**src/rtl/program_counter_unit.sv**
```systemverilog
// Fetch-stage program counter: BOOT/RUN/PEND sequencing, Jr > Jump > Branch redirect
// priority, and a pending-target register for redirects that arrive while fetch is held.
module program_counter_unit #(
  parameter logic [31:0] RESET_VECTOR = 32'h0000_0000
) (
  input  logic        clk,
  input  logic        reset,
  input  logic        Stall,
  input  logic        Jump,
  input  logic [31:0] Jump_Ext,
  input  logic        Branch,
  input  logic [31:0] Branch_Ext,
  input  logic        Jr,
  input  logic [31:0] Jr_Target,
  input  logic        Fetch_Ready,
  output logic [31:0] PC,
  output logic [31:0] PC_Plus4,
  output logic        Fetch_Valid,
  output logic        Flush
);

  typedef enum logic [1:0] {
    BOOT = 2'd0,
    RUN  = 2'd1,
    PEND = 2'd2
  } state_t;

  state_t      state_reg, state_next;
  logic [31:0] pc_reg, pc_next;
  logic [31:0] pending_reg, pending_next;
  logic        flush_reg, flush_next;

  logic        accept;
  logic        redirect;
  logic [31:0] jump_target;
  logic [31:0] branch_target;
  logic [31:0] jr_target_aligned;
  logic [31:0] redirect_target;

  // Bits dropped by the target arithmetic; folded here so they are visibly consumed.
  logic unused_bits;
  assign unused_bits = ^{Jump_Ext[31:26], Branch_Ext[31:30], Jr_Target[1:0]};

  assign PC_Plus4 = pc_reg + 32'd4;
  assign accept   = Fetch_Ready & ~Stall;
  assign redirect = Jr | Jump | Branch;

  assign jump_target       = {PC_Plus4[31:28], Jump_Ext[25:0], 2'b00};
  assign branch_target     = PC_Plus4 + {Branch_Ext[29:0], 2'b00};
  assign jr_target_aligned = {Jr_Target[31:2], 2'b00};

  always_comb begin
    redirect_target = branch_target;
    if (Jr) begin
      redirect_target = jr_target_aligned;
    end else if (Jump) begin
      redirect_target = jump_target;
    end
  end

  // State register and datapath registers.
  always_ff @(posedge clk or negedge reset) begin
    if (!reset) begin
      state_reg   <= BOOT;
      pc_reg      <= RESET_VECTOR;
      pending_reg <= 32'h0000_0000;
      flush_reg   <= 1'b0;
    end else begin
      state_reg   <= state_next;
      pc_reg      <= pc_next;
      pending_reg <= pending_next;
      flush_reg   <= flush_next;
    end
  end

  // Next-state and next-datapath logic.
  always_comb begin
    state_next   = state_reg;
    pc_next      = pc_reg;
    pending_next = pending_reg;
    flush_next   = 1'b0;
    case (state_reg)
      BOOT: begin
        state_next = RUN;
      end
      RUN: begin
        if (accept) begin
          pc_next    = redirect ? redirect_target : PC_Plus4;
          flush_next = redirect;
        end else if (redirect) begin
          pending_next = redirect_target;
          state_next   = PEND;
        end
      end
      PEND: begin
        // A request arriving on the accepting cycle is the newest overwrite, so it wins.
        if (redirect) begin
          pending_next = redirect_target;
        end
        if (accept) begin
          pc_next    = redirect ? redirect_target : pending_reg;
          flush_next = 1'b1;
          state_next = RUN;
        end
      end
      default: begin
        state_next = BOOT;
      end
    endcase
  end

  // Outputs.
  always_comb begin
    Fetch_Valid = (state_reg == RUN) || (state_reg == PEND);
    Flush       = flush_reg;
    PC          = pc_reg;
  end

endmodule

```
**config.mk**
```make
export PLATFORM = sky130hd
export DESIGN_NAME = program_counter_unit
export DESIGN_NICKNAME = d
export VERILOG_FILES = /design/src/rtl/program_counter_unit.sv
export SDC_FILE = /design/constraint.sdc
export NUM_CORES = 1
export LEC_CHECK = 0
export ABC_CLOCK_PERIOD_IN_PS = 5350
export BUFFER_PORTS_ARGS = -buffer_cell sky130_fd_sc_hd__buf_2
export CAP_MARGIN = 5
export CELL_PAD_IN_SITES_DETAIL_PLACEMENT = 2
export CELL_PAD_IN_SITES_GLOBAL_PLACEMENT = 2
export CORE_ASPECT_RATIO = 1.5
export CORE_UTILIZATION = 30
export CTS_CLUSTER_SIZE = 14
export DETAILED_ROUTE_END_ITERATION = 8
export GPL_TIMING_DRIVEN = 1
export PLACE_DENSITY_LB_ADDON = 0.1
export SLEW_MARGIN = 25
export SYNTH_ARGS = -nofsm -noshare
export SYNTH_HDL_FRONTEND = slang
export SYNTH_SLANG_ARGS = --single-unit
```
**constraint.sdc**
```tcl
create_clock -name clk -period 5.35 [get_ports clk]
set_input_delay 0.535 -clock clk [delete_from_list [all_inputs] [get_ports clk]]
set_output_delay 0.535 -clock clk [all_outputs]
set_load 0.03 [all_outputs]
```
After elaboration in Yosys (flattened, before gate mapping):

Cells that the tools add are included.

* register bits: 67
* input bits: 103
* output and inout bits: 66
* word-level logic and storage cells: 38

* add/sub/neg operators: 2
* equality and inequality tests: 6
* muxes and demuxes: 16
* bitwise operators: 4
* reductions and logical operators: 6

Operator list (number)
* 2-to-1 mux 32 bit: 7
* case mux 32 bit (2 select lines): 2
* adder 32 x 3 -> 32 bit (second input constant): 1
* adder 32 bit: 1
* != test 2 bit (second input constant): 4
* 2-to-1 mux 2 bit: 3
* case mux 2 bit (3 select lines): 1
* AND reduction 3 bit: 2
* equality test 2 x 1 -> 1 bit (second input constant): 1
* equality test 2 bit (second input constant): 1
* zero test 2 bit: 1
* 2-to-1 mux 1 bit: 2
* bitwise OR 1 bit: 2
* case mux 1 bit (2 select lines): 1
* AND reduction 2 bit: 1
* nonzero test 2 bit: 1
* bitwise AND 1 bit: 1
* logical OR 1 bit: 1
* inverter 1 bit: 1

Longest topological paths before layout:

* depth in word-level cells: 7
* depth in mapped cells: 17
* mapped depth without buffers: 17

Worst setup path after synthesis:

OpenSTA, ideal clock, no wires.

* kind: register -> register
* start: register pc_reg[4], in the netlist PC[4]
* end: register pc_reg[30], in the netlist PC[30]
* setup time: 0.144 ns
* data arrival time: 4.683 ns
* slack: 0.523 ns
* stages on the path, launching flop included: 18
* path buffers: 1
* clock period less this slack: 4.827 ns
* cells stage by stage: dfrtp_1 > and4_1 > nand4_2 > nor3_1 > nand3_1 > nor2_1 > xor2_1 > ha_1 > clkbuf_1 > and3_1 > a221oi_1 > o31ai_1 > a21oi_1 > nor2_1 > a211oi_1 > a21oi_1 > a2111oi_0 > o31ai_1

* cells in the longest elaborated chain, start to end: 7

RTL lines
* from (decl): line 29 `logic [31:0] pc_reg, pc_next;`
* from (signal assigned): line 70 `pc_reg <= pc_next;`
* adder 32 x 3 -> 32 bit *: line 44 `assign PC_Plus4 = pc_reg + 32'd4;`
* net PC_Plus4[27]: line 17 `output logic [31:0] PC_Plus4,`
* adder 32 bit *: line 49 `assign branch_target = PC_Plus4 + {Branch_Ext[29:0], 2'b00};`
* 2-to-1 mux 32 bit *: line 56 `end else if (Jump) begin`
* 2-to-1 mux 32 bit *: line 54 `if (Jr) begin`
* 2-to-1 mux 32 bit (on tied branches)
* 2-to-1 mux 32 bit (on tied branches): line 100, 87
* case mux 32 bit (2 select lines) *: line 82 `case (state_reg)`

The timed path passes the listed nets; every way through them passes the cells marked *. The select of a mux whose other input is x is not followed.
A chain may end at the register's enable or synchronous reset.

Final worst setup path:

* start: register pc_reg[4], in the netlist PC[4]
* end: register pc_reg[30], in the netlist PC[30]

* cells in the longest elaborated chain, start to end: 7

RTL lines (line)
* adder 32 x 3 -> 32 bit *: 44
* adder 32 bit: 49
* 2-to-1 mux 32 bit: 56
* 2-to-1 mux 32 bit: 54
* 2-to-1 mux 32 bit (on tied branches)
* 2-to-1 mux 32 bit (on tied branches): 100, 87
* case mux 32 bit (2 select lines) *: 82

Mark *: on every way between the ends. The rest lies on a longest branch, timed or not. The select of a mux whose other input is x is not followed.

==> flow_summary.ini <==
[final_layout]
drive_gt1_frac = 0.239
diodes = 0
final_area_um2 = 7460
fill_cells = 2355
most-common-layout-cells = 158 x sky130_fd_sc_hd__buf_2, 96 x sky130_fd_sc_hd__nand2_1, 67 x sky130_fd_sc_hd__dfrtp_1, 67 x sky130_fd_sc_hd__a21oi_1, 59 x sky130_fd_sc_hd__nor2_1
ff_latch_area_um2 = 1680
layout.cells.most_common = sky130_fd_sc_hd__buf_2
finalNetCount = 1047
multiInputGateArea_um2 = 4140
area.growth.synth_to_final_pct = 23.0
layoutNonFillerInstCount = 1169

[worst_setup_path]
critical_path.startpoint = PC[4]$_DFFE_PN0P_
ff2ff_path_depth = 17
crit_path_end_kind = flop
worst_r2r_endpoint = PC[30]$_DFFE_PN0P_
start_kind = flop
path_max_fanout = 9
worstReg2RegStart = PC[4]$_DFFE_PN0P_
worst-setup-path-type = flop to flop
worst_endpoint_required_time_ns = 5.56
timing.reg2reg.setup_slack_ns = 0.59
critPathArrivalTime_ns = 4.97

[drt]
postRouteAntennaNets = 0
drt_drc_violations_left = 0
detail_route.vias_per_cell = 5.69
drt_first_iter_violations = 227
vias = 6657
post_drt_wl_per_cell_um = 23.5
wl_um = 27500
drt_first_pass_iters = 4

[synth]
synth_enable_flop_cells = 0
yosys_register_bits = 67
synth_flop_cell = sky130_fd_sc_hd__dfrtp_1
syn_area_um2 = 6060
synth-warning-count = 0
netlist_instances = 763
async_flop_share = 1.00
synth.yosys.seq_area_share = 0.276
synth_nets = 906
synth.avg_cell_area_um2 = 7.95
synth.lib_cells_used.distinct = 70

[clock_tree]
post_cts_hold_buffer_count = 0
insertion_delay_ns = 0.35
clk_tree_root_cell = sky130_fd_sc_hd__clkbuf_16
postCtsSetupBuffers = 0
worst_setup_hold_path_clk_slew_ns = 0.06
h-tree-depth = 3
numClockSinks = 67
cts_tree = done
tritoncts.num_buffers = 9
cts_resized = 0
cts_buffer_depth = 2

[floorplanning]
floorplan.die.height_um = 176
core_area_um2 = 19800
die_area_um2 = 20800
rows = 63
die_w_um = 118
design.portCount = 169
floorplan.initialDensity = 0.307

[timing]
slew_violations = 0
timing_hold_violations_final = 0
final-setup-viol-count = 0
slew-limit-headroom = 0.318
actual_slew_at_the_worst_max_slew_pin_ns = 1.02
unrepaired_setup_endpoints_after_global_routing = false
upper_clock_frequency_limit_mhz = 210
final_critical_path_required_period_ns = 4.76
fin_tns_setup_ns = 0
finalCritPeriodShare = 0.889
final.setup_skew_ns = 0.00962

[global_route]
grt_max_degree = 68
grt_antenna_before_repair = 0
first_global_vias = 7588
grt.total_usage = 0.268
grt_first_pass_wirelength_um = 42400
grt_overflow_total = 0

[placement]
dp_hpwl_um = 20800
dpl_cell_area_um2 = 7150
dp.cells = 1153
port_buffers = 158
gpl.final_weighted_congestion = 0.879

[flow_run]
max-cap-violations = 0

[pwr]
power_leakage_nw = 3.37
worst_ir_drop_vdd_mv = 0.240
cellPowerDensity_nw_per_um2 = 669

[hold_path]
worstHoldPathType = input pin to async pin

[outcome]
outcome = finished, final reports clean
-- area by class of cell --
cell class	instances	area share
Inverter	23	0.0116
Clock buffer	10	0.0320
Multi-Input combinational cell	628	0.556
Timing Repair Buffer	175	0.124
Clock inverter	6	0.00872
Tap cell	260	0.0436
Sequential cell	67	0.225
-- cell usage after synthesis, types with 3 or more instances --
cell                       number  area share
sky130_fd_sc_hd__a221oi_1       4      0.0058
sky130_fd_sc_hd__o21a_1         7      0.0087
sky130_fd_sc_hd__inv_1         22       0.014
sky130_fd_sc_hd__nand3_1       21       0.017
sky130_fd_sc_hd__a211oi_1      10       0.012
sky130_fd_sc_hd__a22oi_1        3      0.0037
sky130_fd_sc_hd__mux2_2        11       0.020
sky130_fd_sc_hd__nand2b_1       8      0.0083
sky130_fd_sc_hd__ha_1          39       0.080
sky130_fd_sc_hd__o31ai_1        8      0.0099
sky130_fd_sc_hd__clkbuf_1      39       0.024
sky130_fd_sc_hd__a221o_1        4      0.0066
sky130_fd_sc_hd__o211ai_1      18       0.022
sky130_fd_sc_hd__nor3_1        14       0.012
sky130_fd_sc_hd__o22ai_1        6      0.0062
sky130_fd_sc_hd__xnor2_1       30       0.043
sky130_fd_sc_hd__xor2_1        21       0.030
sky130_fd_sc_hd__and4_1         6      0.0087
sky130_fd_sc_hd__buf_1          4      0.0025
sky130_fd_sc_hd__o21ai_0       57       0.047
sky130_fd_sc_hd__nand4_1       18       0.019
sky130_fd_sc_hd__or3_1          3      0.0031
sky130_fd_sc_hd__o221ai_1       4      0.0058
sky130_fd_sc_hd__a21oi_1       67       0.055
sky130_fd_sc_hd__nand2_1       96       0.059
sky130_fd_sc_hd__mux2i_1       17       0.028
sky130_fd_sc_hd__a21o_1        19       0.024
sky130_fd_sc_hd__o21bai_1       4      0.0050
sky130_fd_sc_hd__and2_1         3      0.0031
sky130_fd_sc_hd__a31oi_1        8      0.0083
sky130_fd_sc_hd__o21ai_1        8      0.0066
sky130_fd_sc_hd__dfrtp_1       67        0.28
sky130_fd_sc_hd__nor2_1        59       0.037
sky130_fd_sc_hd__and3_1         8      0.0083
sky130_fd_sc_hd__o22a_1         4      0.0058
-- critical path, stage by stage, from the launching register on --
cell,delay (ns)
sky130_fd_sc_hd__dfrtp_1,0.51
sky130_fd_sc_hd__and4_1,0.28
sky130_fd_sc_hd__nand4_2,0.31
sky130_fd_sc_hd__nor3_1,0.28
sky130_fd_sc_hd__buf_4,0.20
sky130_fd_sc_hd__nand3_1,0.16
sky130_fd_sc_hd__nor2_1,0.20
sky130_fd_sc_hd__xor2_1,0.27
sky130_fd_sc_hd__ha_1,0.38
sky130_fd_sc_hd__and3_1,0.21
sky130_fd_sc_hd__a221oi_1,0.36
sky130_fd_sc_hd__o31ai_1,0.18
sky130_fd_sc_hd__a21oi_1,0.19
sky130_fd_sc_hd__nor2_1,0.05
sky130_fd_sc_hd__a211oi_1,0.22
sky130_fd_sc_hd__a21oi_1,0.07
sky130_fd_sc_hd__a2111oi_0,0.57
sky130_fd_sc_hd__o31ai_1,0.17
-- logic make-up after synthesis --
logic type	synth area share
AO/OA/AOI/OAI	0.274
adder cells (fa/ha/maj)	0.0838
XOR/XNOR	0.0763
AND/OR/NAND/NOR	0.195
buffers and inverters	0.0433
flip-flops	0.276
multiplexers	0.0510
-- through the flow --
step | utilization | total power, mW | setup slack (ns) | hold WS [ns]
finish | 0.377 | 4.99 | 0.592 | 0.328
global placement | 0.361 | 4.21 | 0.735 | 0.451
floorplan | - | 3.26 | 0.523 | 0.239
detailed placement | 0.361 | 4.37 | 0.643 | 0.466
CTS | 0.377 | 5.03 | 0.630 | 0.479
global route | 0.377 | 5.34 | 0.178 | 0.384
-- per-layer routing --
layer  GRT usage  vias up  routed length (µm)
li1            -     3082                   -
met1       0.277     3365               10600
met2       0.532      160               15200
met3      0.0352       50                 790
met4       0.116        0                 890
met5           0        -                   0
-- power breakdown --
group / internal, mW / total [mW] / leakage, nW / switching (mW)
Sequential: 0.743 / 1.01 / 0.813 / 0.268
Combinational: 1.16 / 3.35 / 2.41 / 2.18
Clock: 0.374 / 0.633 / 0.148 / 0.259
-- worst max path at each step --
stage | end | slack [ns] | cells after the start
floorplan | PC[30]$_DFFE_PN0P_ | 0.52 | 17
global placement | PC[30]$_DFFE_PN0P_ | 0.74 | 17
detailed placement | PC[29]$_DFFE_PN0P_ | 0.64 | 16
CTS | PC[29]$_DFFE_PN0P_ | 0.63 | 16
global route | PC[30]$_DFFE_PN0P_ | 0.18 | 17
finish | PC[30]$_DFFE_PN0P_ | 0.59 | 17
Power figures use the tool's default switching activity.
